===== src/rtl/period_meter.sv =====
// period_meter: measures period and high time of an asynchronous square wave in clock cycles,
// presenting each completed period through a valid/ack handshake with overrun and loss-of-signal flags.
module period_meter #(
   parameter int CNT_W   = 27,
   parameter int TIMEOUT = 100000000
) (
   input  logic             clock_50MHZ,
   input  logic             reset_n,
   input  logic             sig_in,
   input  logic             data_ack,
   output logic [CNT_W-1:0] period_out,
   output logic [CNT_W-1:0] high_out,
   output logic             data_valid,
   output logic             overrun,
   output logic             no_signal
);
   typedef enum logic {IDLE, MEASURE} state_t;
   state_t state_q, state_d;
   logic s1_q, s2_q, d_q;
   logic [CNT_W-1:0] cnt_q, cnt_d, hi_q, hi_d, per_q, per_d, high_q, high_d, cnt_inc;
   logic valid_q, valid_d, ovr_q, ovr_d, nosig_q, nosig_d;
   logic rise, fall, res;
   always_comb begin
      rise    = s2_q & ~d_q;
      fall    = ~s2_q & d_q;
      cnt_inc = cnt_q + CNT_W'(1);
      state_d = state_q;
      cnt_d   = '0;
      hi_d    = hi_q;
      nosig_d = nosig_q;
      res     = 1'b0;
      if (state_q == IDLE) begin
         if (rise) state_d = MEASURE;
      end else begin
         cnt_d = cnt_inc;
         if (fall) hi_d = cnt_inc;
         // a rise on the timeout edge still completes the period
         if (rise) begin
            res     = 1'b1;
            cnt_d   = '0;
            nosig_d = 1'b0;
         end else if (cnt_inc == CNT_W'(TIMEOUT)) begin
            state_d = IDLE;
            nosig_d = 1'b1;
         end
      end
      per_d   = per_q;
      high_d  = high_q;
      valid_d = valid_q;
      ovr_d   = ovr_q;
      if (res && (!valid_q || data_ack)) begin
         per_d   = cnt_inc;
         high_d  = hi_q;
         valid_d = 1'b1;
         ovr_d   = 1'b0;
      end else if (res) begin
         ovr_d = 1'b1;
      end else if (valid_q && data_ack) begin
         valid_d = 1'b0;
         ovr_d   = 1'b0;
      end
   end
   always_ff @(posedge clock_50MHZ or negedge reset_n) begin
      if (!reset_n) begin
         s1_q    <= 1'b0;
         s2_q    <= 1'b0;
         d_q     <= 1'b0;
         state_q <= IDLE;
         cnt_q   <= '0;
         hi_q    <= '0;
         per_q   <= '0;
         high_q  <= '0;
         valid_q <= 1'b0;
         ovr_q   <= 1'b0;
         nosig_q <= 1'b1;
      end else begin
         s1_q    <= sig_in;
         s2_q    <= s1_q;
         d_q     <= s2_q;
         state_q <= state_d;
         cnt_q   <= cnt_d;
         hi_q    <= hi_d;
         per_q   <= per_d;
         high_q  <= high_d;
         valid_q <= valid_d;
         ovr_q   <= ovr_d;
         nosig_q <= nosig_d;
      end
   end
   assign period_out = per_q;
   assign high_out   = high_q;
   assign data_valid = valid_q;
   assign overrun    = ovr_q;
   assign no_signal  = nosig_q;
endmodule


===== config.mk =====
export PLATFORM = sky130hd
export DESIGN_NAME = period_meter
export DESIGN_NICKNAME = d
export VERILOG_FILES = /design/src/rtl/period_meter.sv
export SDC_FILE = /design/constraint.sdc
export NUM_CORES = 1
export LEC_CHECK = 0
export CAP_MARGIN = 10
export CORE_AREA = 10 10 104 106
export CTS_CLUSTER_SIZE = 40
export DETAILED_ROUTE_END_ITERATION = 16
export DIE_AREA = 0 0 114 116
export GPL_ROUTABILITY_DRIVEN = 0
export PLACE_DENSITY = 0.9
export SLEW_MARGIN = 20
export SYNTH_ARGS = -nofsm -noshare
export SYNTH_HDL_FRONTEND = slang
export SYNTH_SLANG_ARGS = --single-unit

===== constraint.sdc =====
create_clock -name clock_50MHZ -period 3.5 [get_ports clock_50MHZ]
set_clock_uncertainty 0.2 [all_clocks]
set_input_delay 0.7 -clock clock_50MHZ [delete_from_list [all_inputs] [get_ports clock_50MHZ]]
set_output_delay 0.7 -clock clock_50MHZ [all_outputs]
set_load 0.01 [all_outputs]

-- Word level (Yosys, flattened, before mapping)
Cells that the tools add are included.
- reduce and logical (&&, ||, !) cells: 10
- bitwise gates (word level): 4
- $add $sub $neg: 1
- equality and inequality tests: 2
- mux-type cells: 14
- operators by type and width (operator ; number):
    $mux W27 ; 2
    $add A27 B1 Y27 const B ; 1
    $eq A27 B27 Y1 const B ; 1
    $mux W1 ; 12
    $reduce_and A2 Y1 ; 3
    $reduce_bool A2 Y1 ; 2
    $reduce_bool A3 Y1 ; 1
    $and A1 B1 Y1 ; 2
    $logic_and A1 B1 Y1 ; 2
    $ne A2 B1 Y1 const B ; 1
    $not A1 Y1 ; 2
    $logic_not A1 Y1 ; 1
    $logic_or A1 B1 Y1 ; 1
- flip-flop bits (word level): 115
- word-level logic and storage cells: 42
- input port bits: 4
- output and inout bits: 57

-- Logic depth before layout (Yosys ltp)
- depth in word-level cells: 7
- mapped depth: 9
- gate-level depth less buffers: 8

-- Least setup slack after synthesis
Ideal clock, no wire load.
- kind: register to register
- from: register cnt_q[1]
- to: register state_q
- setup slack: 0.682 ns
- buffers on the path: 1
- library setup time: 0.118 ns
- arrival: 2.500 ns
- period minus slack after synthesis: 2.818 ns
- required time: 3.182 ns
- cell stages (with the launch flop): 10
- cells stage by stage: dfrtp_1 -> ha_1 -> clkbuf_1 -> nand3_1 -> nor4_1 -> nand4_1 -> xnor2_1 -> o211ai_1 -> or4_1 -> a21o_1
- cells in the longest elaborated chain, start to end: 5
- RTL lines (item ; line ; RTL):
    from (decl) ; 20 ; logic [CNT_W-1:0] cnt_q, cnt_d, hi_q, hi_d, per_q, per_d, high_q, high_d, cnt_inc;
    from (signal assigned) ; 81 ; cnt_q <= cnt_d;
    $add A27 B1 Y27 ; 26 ; cnt_inc = cnt_q + CNT_W'(1);
    $eq A27 B27 Y1 ; 42 ; end else if (cnt_inc == CNT_W'(TIMEOUT)) begin
    $mux W1 ; 42 ;
    $mux W1 ; 38 ; if (rise) begin
    $mux W1 ; 32 ; if (state_q == IDLE) begin
    named net state_d ; 18 ; state_t state_q, state_d;
    to (signal assigned) ; 80 ; state_q <= state_d;
    to (decl) ; 18 ;
The timed path passes the listed nets, and every way through them passes these cells.
A chain may end at the register's enable or synchronous reset.

-- Worst setup path after layout
- from: register cnt_q[0]
- to: register state_q
The elaborated chain is that of the path after synthesis.

==> run metrics <==
Synth async-reset ratio=100%; Final Cycle Share=94.1%; Fin Setup TNS=0 ps; ratio of cells with drive above 1 in the final layout=15.3%; cts hold-fix bufs=0; Tmin final=3290 ps; WL/cell=17.1 um; post-synthesis net count=425; Tightest Pin Transition=905 ps; crit path cell chain=ha_1 -> nand3_1 -> nor4_1 -> nand4_1 -> xnor2_1 -> o211ai_1 -> or4_1 -> a21o_1; Layout Utilization=69.2%; antenna-violating nets left=0; # Max-Cap Violations=0; HP Class=in -> async; commonest cells after routing, fill and taps aside=114 x dfrtp_1, 59 x nor2_1, 59 x clkdlybuf4s50_1; status=complete, no violations; CP max stage delay=550 ps; Synth Warn #=0; core area=0.00868 sq mm; GRT overflow=0; DRC=0; Clock Latency Late Sink=510 ps; starting density of the core=54.1%; leakage power=0.00266 uW; CTS Root Cell=clkbuf_8; IO Pins=61; final hold vios=0; worst slack, placed=272 ps; Setup Viol. Count Final=0; Buf/Inv on CP=0; H-tree depth=4; CTS Buf Count=17; Vias/cell=5.54; Die ar.=0.0132 sq mm; area of the multi-input gates=0.00172 sq mm; Critical Path RT=3700 ps; RSZ-0062 raised after global routing=no; nets@finish=489; cts repair resizes=0; FF+latch count, synth=115; gr usage total=16.7%; crit path DAT=3490 ps; startpoint types=flop; Clock Sinks=115; cell area after synthesis=0.00470 sq mm; Post-CTS Setup Repair Bufs=0; DR pass1 iterations=4; VDD IR-drop max=0.000340 V; number of cell rows=34; die height=116 um; Yosys cell types=46; Final Worst Setup Slack=207 ps; top_reg_cell synth=dfrtp_1; Slowest-stage cell, CP=nor4_1; ant diodes=0; register area share after synthesis=61.3%; PD cells=624 mW/mm^2; Largest delay share family, worst path=simple AND/OR/NAND/NOR gates; critical path class=reg -> reg; vias in the first global route=3505; clock transition at the registers of the reported paths=60 ps; largest net degree at the start of global routing=80; most common cell after layout, fill and taps aside=dfrtp_1; final slew viol count=0; EDFF count, synth=0; Area Overhead vs Synth=27.9%; clock buffer depth=2; Avg Inst Size Synth=11.2 sq um; width of the chip=114 um; initial antenna violation count=0; input/output buffers=60; Rel. slew slack=39.5%; Achievable Freq=0.304 GHz; DR vias=3348; CTS tree=done; Synth Instances=420; Worst setup EP type=flop; Reg area=0.00288 sq mm; critical path fanouts, max=10; number of fill cells=623; first-pass GRT wire length=17600 um; DRT iter0 DRCs=207; routed wire length=10400 um; Detailed Place HPWL=6860 um
state kept, by name, indices dropped and copies added, names as in the netlist, 27 cells and up:
| signal | count |
|---|---|
| cnt_q | 27 |
| hi_q | 27 |
| high_out | 27 |
| period_out | 27 |
cell type report:
type | count | area share (%)
Sequential cell | 115 | 47.9
Multi-Input combinational cell | 278 | 28.6
Timing Repair Buffer | 66 | 11.1
Clock buffer | 21 | 7.48
Tap cell | 108 | 2.25
Clock inverter | 10 | 2.21
Inverter | 6 | 0.375
per-layer routing:
layer / track usage, % / routed length (um) / vias up
li1: - / - / 1573
met1: 19.8 / 4240 / 1666
met2: 27.4 / 5290 / 97
met3: 5.53 / 681 / 12
met4: 6.77 / 144 / 0
met5: 0 / 0 / -
cell families (layout without fill, tap and decap cells):
| logic type | after synthesis | count (layout) | share of synthesized area, % |
|---|---|---|---|
| AOI/OAI and AO/OA | 68 | 68 | 7.94 |
| xor gates and xnor gates | 26 | 26 | 4.85 |
| adders and majority gates | 1 | 1 | 0.266 |
| buffers and inverters | 27 | 103 | 2.29 |
| DFF | 115 | 115 | 61.3 |
| muxes | 33 | 33 | 7.83 |
| and+or+nand+nor | 150 | 150 | 15.5 |
report_power, final:
part           total, uW  switching [uW]  internal [uW]  leakage [uW]
combinational        501             245            255      0.000852
clock               1680             571           1110      0.000291
sequential          1570             104           1460       0.00152
total               3750             921           2830       0.00266
stage by stage:
stage	std cells	power (uW)	cell area, sq um	hold slack (ps)
finish	604	3750	6010	36.4
global route	604	3920	6010	85.2
CTS	604	3790	6010	62.7
detailed placement	573	2090	5430	154
global placement	573	2060	5430	152
floorplan	420	1800	4700	131
path summary, 6_finish.rpt:
path | slack (ps) | cells after the start | from | to
max | 210 | 8 | cnt_q[0] | state_q
min | 40 | 1 | reset_n | high_out[22]
max reg2reg | 210 | 8 | cnt_q[0] | state_q
min reg2reg | 170 | 0 | s1_q | s2_q
max in group asynchronous | 2270 | 2 | reset_n | no_signal
min in group clock_50MHZ | 170 | 0 | s1_q | s2_q
cells in the mapped netlist, types with 2 or more instances:
cell	number	area, sq um
inv_1	6	22.5
nor2_1	59	221
buf_2	5	25.0
o21ai_0	28	140
nand3_1	9	45.0
and3_1	3	18.8
nor3_1	3	15.0
nand4_1	8	50.1
a31oi_1	2	12.5
nor4_1	7	43.8
dfrtp_1	114	2850
nand3b_1	2	15.0
o211ai_1	2	15.0
mux2_2	30	338
a21oi_1	27	135
clkbuf_1	16	60.1
xnor2_1	15	131
xor2_1	11	96.3
mux2i_1	3	30.0
nand2b_1	3	18.8
nand2_1	42	158
Power figures use the tool's default switching activity.
==> patch 1: new RTL, same flow settings <==
`TIMEOUT`: 100000000 -> 67108864.
--- a/src/rtl/period_meter.sv
+++ b/src/rtl/period_meter.sv
@@ -2,7 +2,7 @@
 // presenting each completed period through a valid/ack handshake with overrun and loss-of-signal flags.
 module period_meter #(
    parameter int CNT_W   = 27,
-   parameter int TIMEOUT = 100000000
+   parameter int TIMEOUT = 67108864
 ) (
    input  logic             clock_50MHZ,
    input  logic             reset_n,
Function: no difference found for any inputs over 10 cycles, from zero or initial values and one cycle with reset_n low; that may be too few to reach the edited logic, so the function may still have changed.
==> patch 1 against the unedited design <==
Wire length fell by 2.9%. Total power rose by 2.7%. Via count fell by 5.0%. Final area fell by 0.90%. Setup slack improved by 240 ps. Largest power group unchanged. Sequential cell count did not move. Critical path type unchanged. Synthesized area fell by 2.6%. Core utilization fell by 0.62 points. Clock power rose by 7%. Non-clock buffer count did not move.
==> patch 1: results (changes against the unedited design) <==
| Metric | Value |
|---|---|
| Met2 Use GR | `0.263 (was 0.274)` |
| Slowest-stage cell, CP | `or4_4 (was nor4_1)` |
| Placed Cells incl. Taps | `550 (was 573)` |
| Clock-cell share of area | `0.105 (was 0.0969)` |
| Pwr per Cell Area | `647 nW/µm² (was 624 nW/µm²)` |
| Nets | `468 (was 489)` |
| Met3 Use GR | `0.0636 (was 0.0553)` |
| Seq Cell Count | `115 (unchanged)` |
| Seq area share | `0.484 (was 0.479)` |
| GRT Resource Usage Total | `0.159 (was 0.167)` |
| Netlist cell types | `36 (was 46)` |
| Drt first-iter violations | `204 (was 207)` |
| Largest fanout on the critical path | `7 (was 10)` |
| Clock buffer count | `19 (was 21)` |
| NetSw | `0.000942 W (was 0.000921 W)` |
| WL/cell | `17.2 µm (was 17.1 µm)` |
| Multi-input logic area | `1620 µm² (was 1720 µm²)` |
| Vias in the first global route | `3429 (was 3505)` |
| Comb pwr | `0.000496 W (was 0.000501 W)` |
| CP peak stage delay | `530 ps (was 550 ps)` |
| Commonest cells post-synth | `dfrtp_1 (114), nor2_1 (57), nand2_1 (36) (was dfrtp_1 (114), nor2_1 (59), nand2_1 (42))` |
| Multi-input comb cells | `258 (was 278)` |
| Metal-1 WL | `4130 µm (was 4240 µm)` |
| Post-DP Area | `5310 µm² (was 5430 µm²)` |
| First-pass GRT wire length | `16800 µm (was 17600 µm)` |
| Mapped Cells | `395 (was 420)` |
| Ranking of synthesized cells by area | `dfrtp_1 (62%), mux2_2 (7.1%), nor2_1 (4.7%) (was dfrtp_1 (61%), mux2_2 (7.2%), nor2_1 (4.7%))` |
| Met2 WL | `5180 µm (was 5290 µm)` |
| Hpwl dp | `6600 µm (was 6860 µm)` |
| Share of post-route cells with drive strength above 1 | `0.166 (was 0.153)` |
| Worst slew margin | `0.361 (was 0.395)` |
| Outcome | `completed (unchanged)` |
| Buffer share of cell area | `0.113 (was 0.111)` |
| Lkg Pwr | `2.69 nW (was 2.66 nW)` |
| Final wirelength | `10100 µm (was 10400 µm)` |
| Pre-CTS setup slack | `469 ps (was 272 ps)` |
| Final instance area | `5950 µm² (was 6010 µm²)` |
| Hold/Removal Path Class | `flop to flop (was input port to async pin)` |
[patch 1: cell count changes in the layout (fill, tap and decap cells not counted), sizes merged, moves of 4 or more]
cell / change
nand2: -6
clkinvlp: +4
xor2: +5
xnor2: -7
[patch 1: logic make-up after synthesis]
group	after synthesis	synth area share
AO/OA/AOI/OAI	61	0.0722
multiplexers	34	0.0845
XOR/XNOR	24	0.0459
flip-flops	115	0.629
buffers and inverters	22	0.0189
adder cells (fa/ha/maj)	1	0.00273
AND/OR/NAND/NOR	138	0.147
[patch 1: final timing paths]
| kind | slack (ps) | endpoint | startpoint | cells past startpoint |
|---|---|---|---|---|
| worst max-delay path | 450 | state_q | cnt_q[0] | 8 |
| worst min-delay path | 180 | s2_q | s1_q | 0 |
| worst max register to register | 450 | state_q | cnt_q[0] | 8 |
| worst min register to register | 180 | s2_q | s1_q | 0 |
| max in group asynchronous | 1790 | no_signal | reset_n | 3 |
| min in group asynchronous | 510 | high_out[3] | reset_n | 2 |
==> patch 2: new RTL, same flow settings <==
Without the edit above. `hi_q` no longer has a reset.
--- a/src/rtl/period_meter.sv
+++ b/src/rtl/period_meter.sv
@@ -67,7 +67,6 @@
          d_q     <= 1'b0;
          state_q <= IDLE;
          cnt_q   <= '0;
-         hi_q    <= '0;
          per_q   <= '0;
          high_q  <= '0;
          valid_q <= 1'b0;
@@ -79,13 +78,16 @@
          d_q     <= s2_q;
          state_q <= state_d;
          cnt_q   <= cnt_d;
-         hi_q    <= hi_d;
          per_q   <= per_d;
          high_q  <= high_d;
          valid_q <= valid_d;
          ovr_q   <= ovr_d;
          nosig_q <= nosig_d;
       end
+   end
+
+   always_ff @(posedge clock_50MHZ) begin
+      hi_q <= hi_d;
    end
    assign period_out = per_q;
    assign high_out   = high_q;
Function: no difference found for any inputs over 10 cycles, from zero or initial values and one cycle with reset_n low; that may be too few to reach the edited logic, so the function may still have changed.
==> patch 2 against the unedited design <==
Setup slack better by 470 ps. Synthesized cell count shrank 12%. Final area decreased by 2.5%. Sequential power grew 5%. Clock power is 8% lower. Wire length decreased by 4.8%. Sequential share of layout area grew 3.5 points. Sequential cell count is the same. Via count fell by 8.6%. Global-route usage is 0.80 points lower. Hold slack improved by 14 ps. Total power grew 1.5%. Synthesized area down 2.2%. Largest power group is now sequential cells. Highest routed layer unchanged.
==> patch 2: results (changes against the unedited design) <==
| Metric | Value |
|---|---|
| Yosys warnings | `0 (unchanged)` |
| Post-DP Area | `5310 µm² (was 5430 µm²)` |
| Initial antenna violation count | `0 (unchanged)` |
| Lkg Pwr | `2.60 nW (was 2.66 nW)` |
| Worst vdd rail ir drop | `0.370 mV (was 0.340 mV)` |
| Vias | `3060 (was 3348)` |
| Post-synthesis mux area share | `0.0780 (was 0.0783)` |
| Clk slew on worst S/H paths | `60 ps (about the same)` |
| Pre-CTS setup slack | `729 ps (was 272 ps)` |
| Largest family of logic cells by synthesized area | `simple AND/OR/NAND/NOR gates (unchanged)` |
| Largest net degree at the start of global routing | `89 (was 80)` |
| Ranking of synthesized cells by area | `dfrtp_1 (47%), edfxtp_1 (18%), mux2_2 (7.4%) (was dfrtp_1 (61%), mux2_2 (7.2%), nor2_1 (4.7%))` |
| Post-CTS setup buffer count | `0 (unchanged)` |
| PortBufs | `60 (unchanged)` |
| Placed Cells incl. Taps | `527 (was 573)` |
| CP peak stage delay | `520 ps (was 550 ps)` |
| WP data arrival | `3030 ps (was 3490 ps)` |
| Worst-Skew Late Latency | `510 ps (about the same)` |
| Number of synthesized flops with an enable pin | `27 (was 0)` |
| WL/cell | `17.6 µm (was 17.1 µm)` |
| CTS buffer count | `17 (unchanged)` |
| Worst reg-to-reg path cell count | `8 (unchanged)` |
| First-pass GRT wire length | `16800 µm (was 17600 µm)` |
| Nets | `443 (was 489)` |
| Largest fanout on the critical path | `7 (was 10)` |
| Vias in the first global route | `3315 (was 3505)` |
| # setup viols final | `0 (unchanged)` |
| H-tree Lvls | `4 (unchanged)` |
| Seq/Total Area, Yosys | `0.657 (was 0.613)` |
| Slowest-stage cell, CP | `nor4_4 (was nor4_1)` |
| Root buffer cell | `clkbuf_8 (unchanged)` |
| Top_reg_cell synth | `dfrtp_1 (unchanged)` |
| Hpwl dp | `6460 µm (was 6860 µm)` |
| Netlist cell types | `46 (unchanged)` |
| Clock Tree Buf Depth | `2 (unchanged)` |
| PostCTS Resize Cnt | `0 (unchanged)` |
| Worst slew margin | `0.376 (was 0.395)` |
| Syn nets | `375 (was 425)` |
| Commonest cells post-synth | `dfrtp_1 (87), nor2_1 (58), inv_1 (30), mux2_2 (30) (was dfrtp_1 (114), nor2_1 (59), nand2_1 (42))` |
| Fraction of registers with async set/reset | `0.765 (was 1.00)` |
| Post-Synth Adder-Cell Area | `0.00273 (was 0.00266)` |
| Outcome | `completed (unchanged)` |
| Post-route insts no fill | `559 (was 604)` |
| Share of post-route cells with drive strength above 1 | `0.162 (was 0.153)` |
| Drt first-iter violations | `357 (was 207)` |
| XOR/XNOR Fraction of Synth Area | `0.0439 (was 0.0485)` |
| DRT Pass-1 Iters | `4 (unchanged)` |
| Synth Area in Compound Gates | `0.0469 (was 0.0794)` |
| Hold/Removal Path Class | `input port to async pin (unchanged)` |
| Synth Area per Inst | `12.4 µm² (was 11.2 µm²)` |
| GRT Resource Usage Total | `0.159 (was 0.167)` |
[patch 2: changes by cell type in the layout (fill, tap and decap cells not counted), moves of 3 or more]
cell | unedited run | this run
nand2_1 | 42 | 10
dfrtp_1 | 114 | 87
edfxtp_1 | 0 | 27
o21ai_0 | 28 | 2
inv_1 | 6 | 30
xnor2_1 | 15 | 10
buf_4 | 5 | 1
clkinvlp_4 | 0 | 4
and4_1 | 0 | 3
nand4_1 | 8 | 11
nor4_1 | 7 | 4
[patch 2: where the power goes]
part	internal, W	leakage, nW	switching (W)
clock	0.000957	0.257	0.000598
combinational	0.000329	0.980	0.000273
sequential	0.00154	1.36	0.000108
total	0.00283	2.60	0.000978
[patch 2: layout make-up]
| class | instances | area (µm²) |
|---|---|---|
| flip-flops and latches | 115 | 3010 |
| inverters | 30 | 113 |
| repair buffers | 62 | 629 |
| fillers | 610 | 2820 |
| well taps | 108 | 135 |
| multi-input cells | 212 | 1420 |
| clock inverters | 12 | 110 |
| clock buffers | 20 | 435 |
[patch 2: critical path, delay by kind of cell (launching register included)]
kind                     cells  cell delay [ps]
adder cells (fa/ha/maj)      1              330
XOR/XNOR                     1              220
AND/OR/NAND/NOR              4             1210
AO/OA/AOI/OAI                1              200
flip-flops                   1              420
buffers and inverters        1              140
[patch 2: worst paths after layout]
path	slack, ps	from	to
min in group clock_50MHZ	160	s1_q	s2_q
max in group asynchronous	2520	reset_n	high_out[11]
worst min register to register	160	s1_q	s2_q
worst min-delay path	50	reset_n	period_out[15]
worst max-delay path	670	cnt_q[0]	state_q
worst max register to register	670	cnt_q[0]	state_q
[patch 2: metal layers]
layer	track usage	vias to the layer above	wire (µm)
li1	-	1418	-
met1	0.188	1515	4130
met2	0.256	104	4870
met3	0.0568	23	685
met4	0.0693	0	177
met5	0	-	0
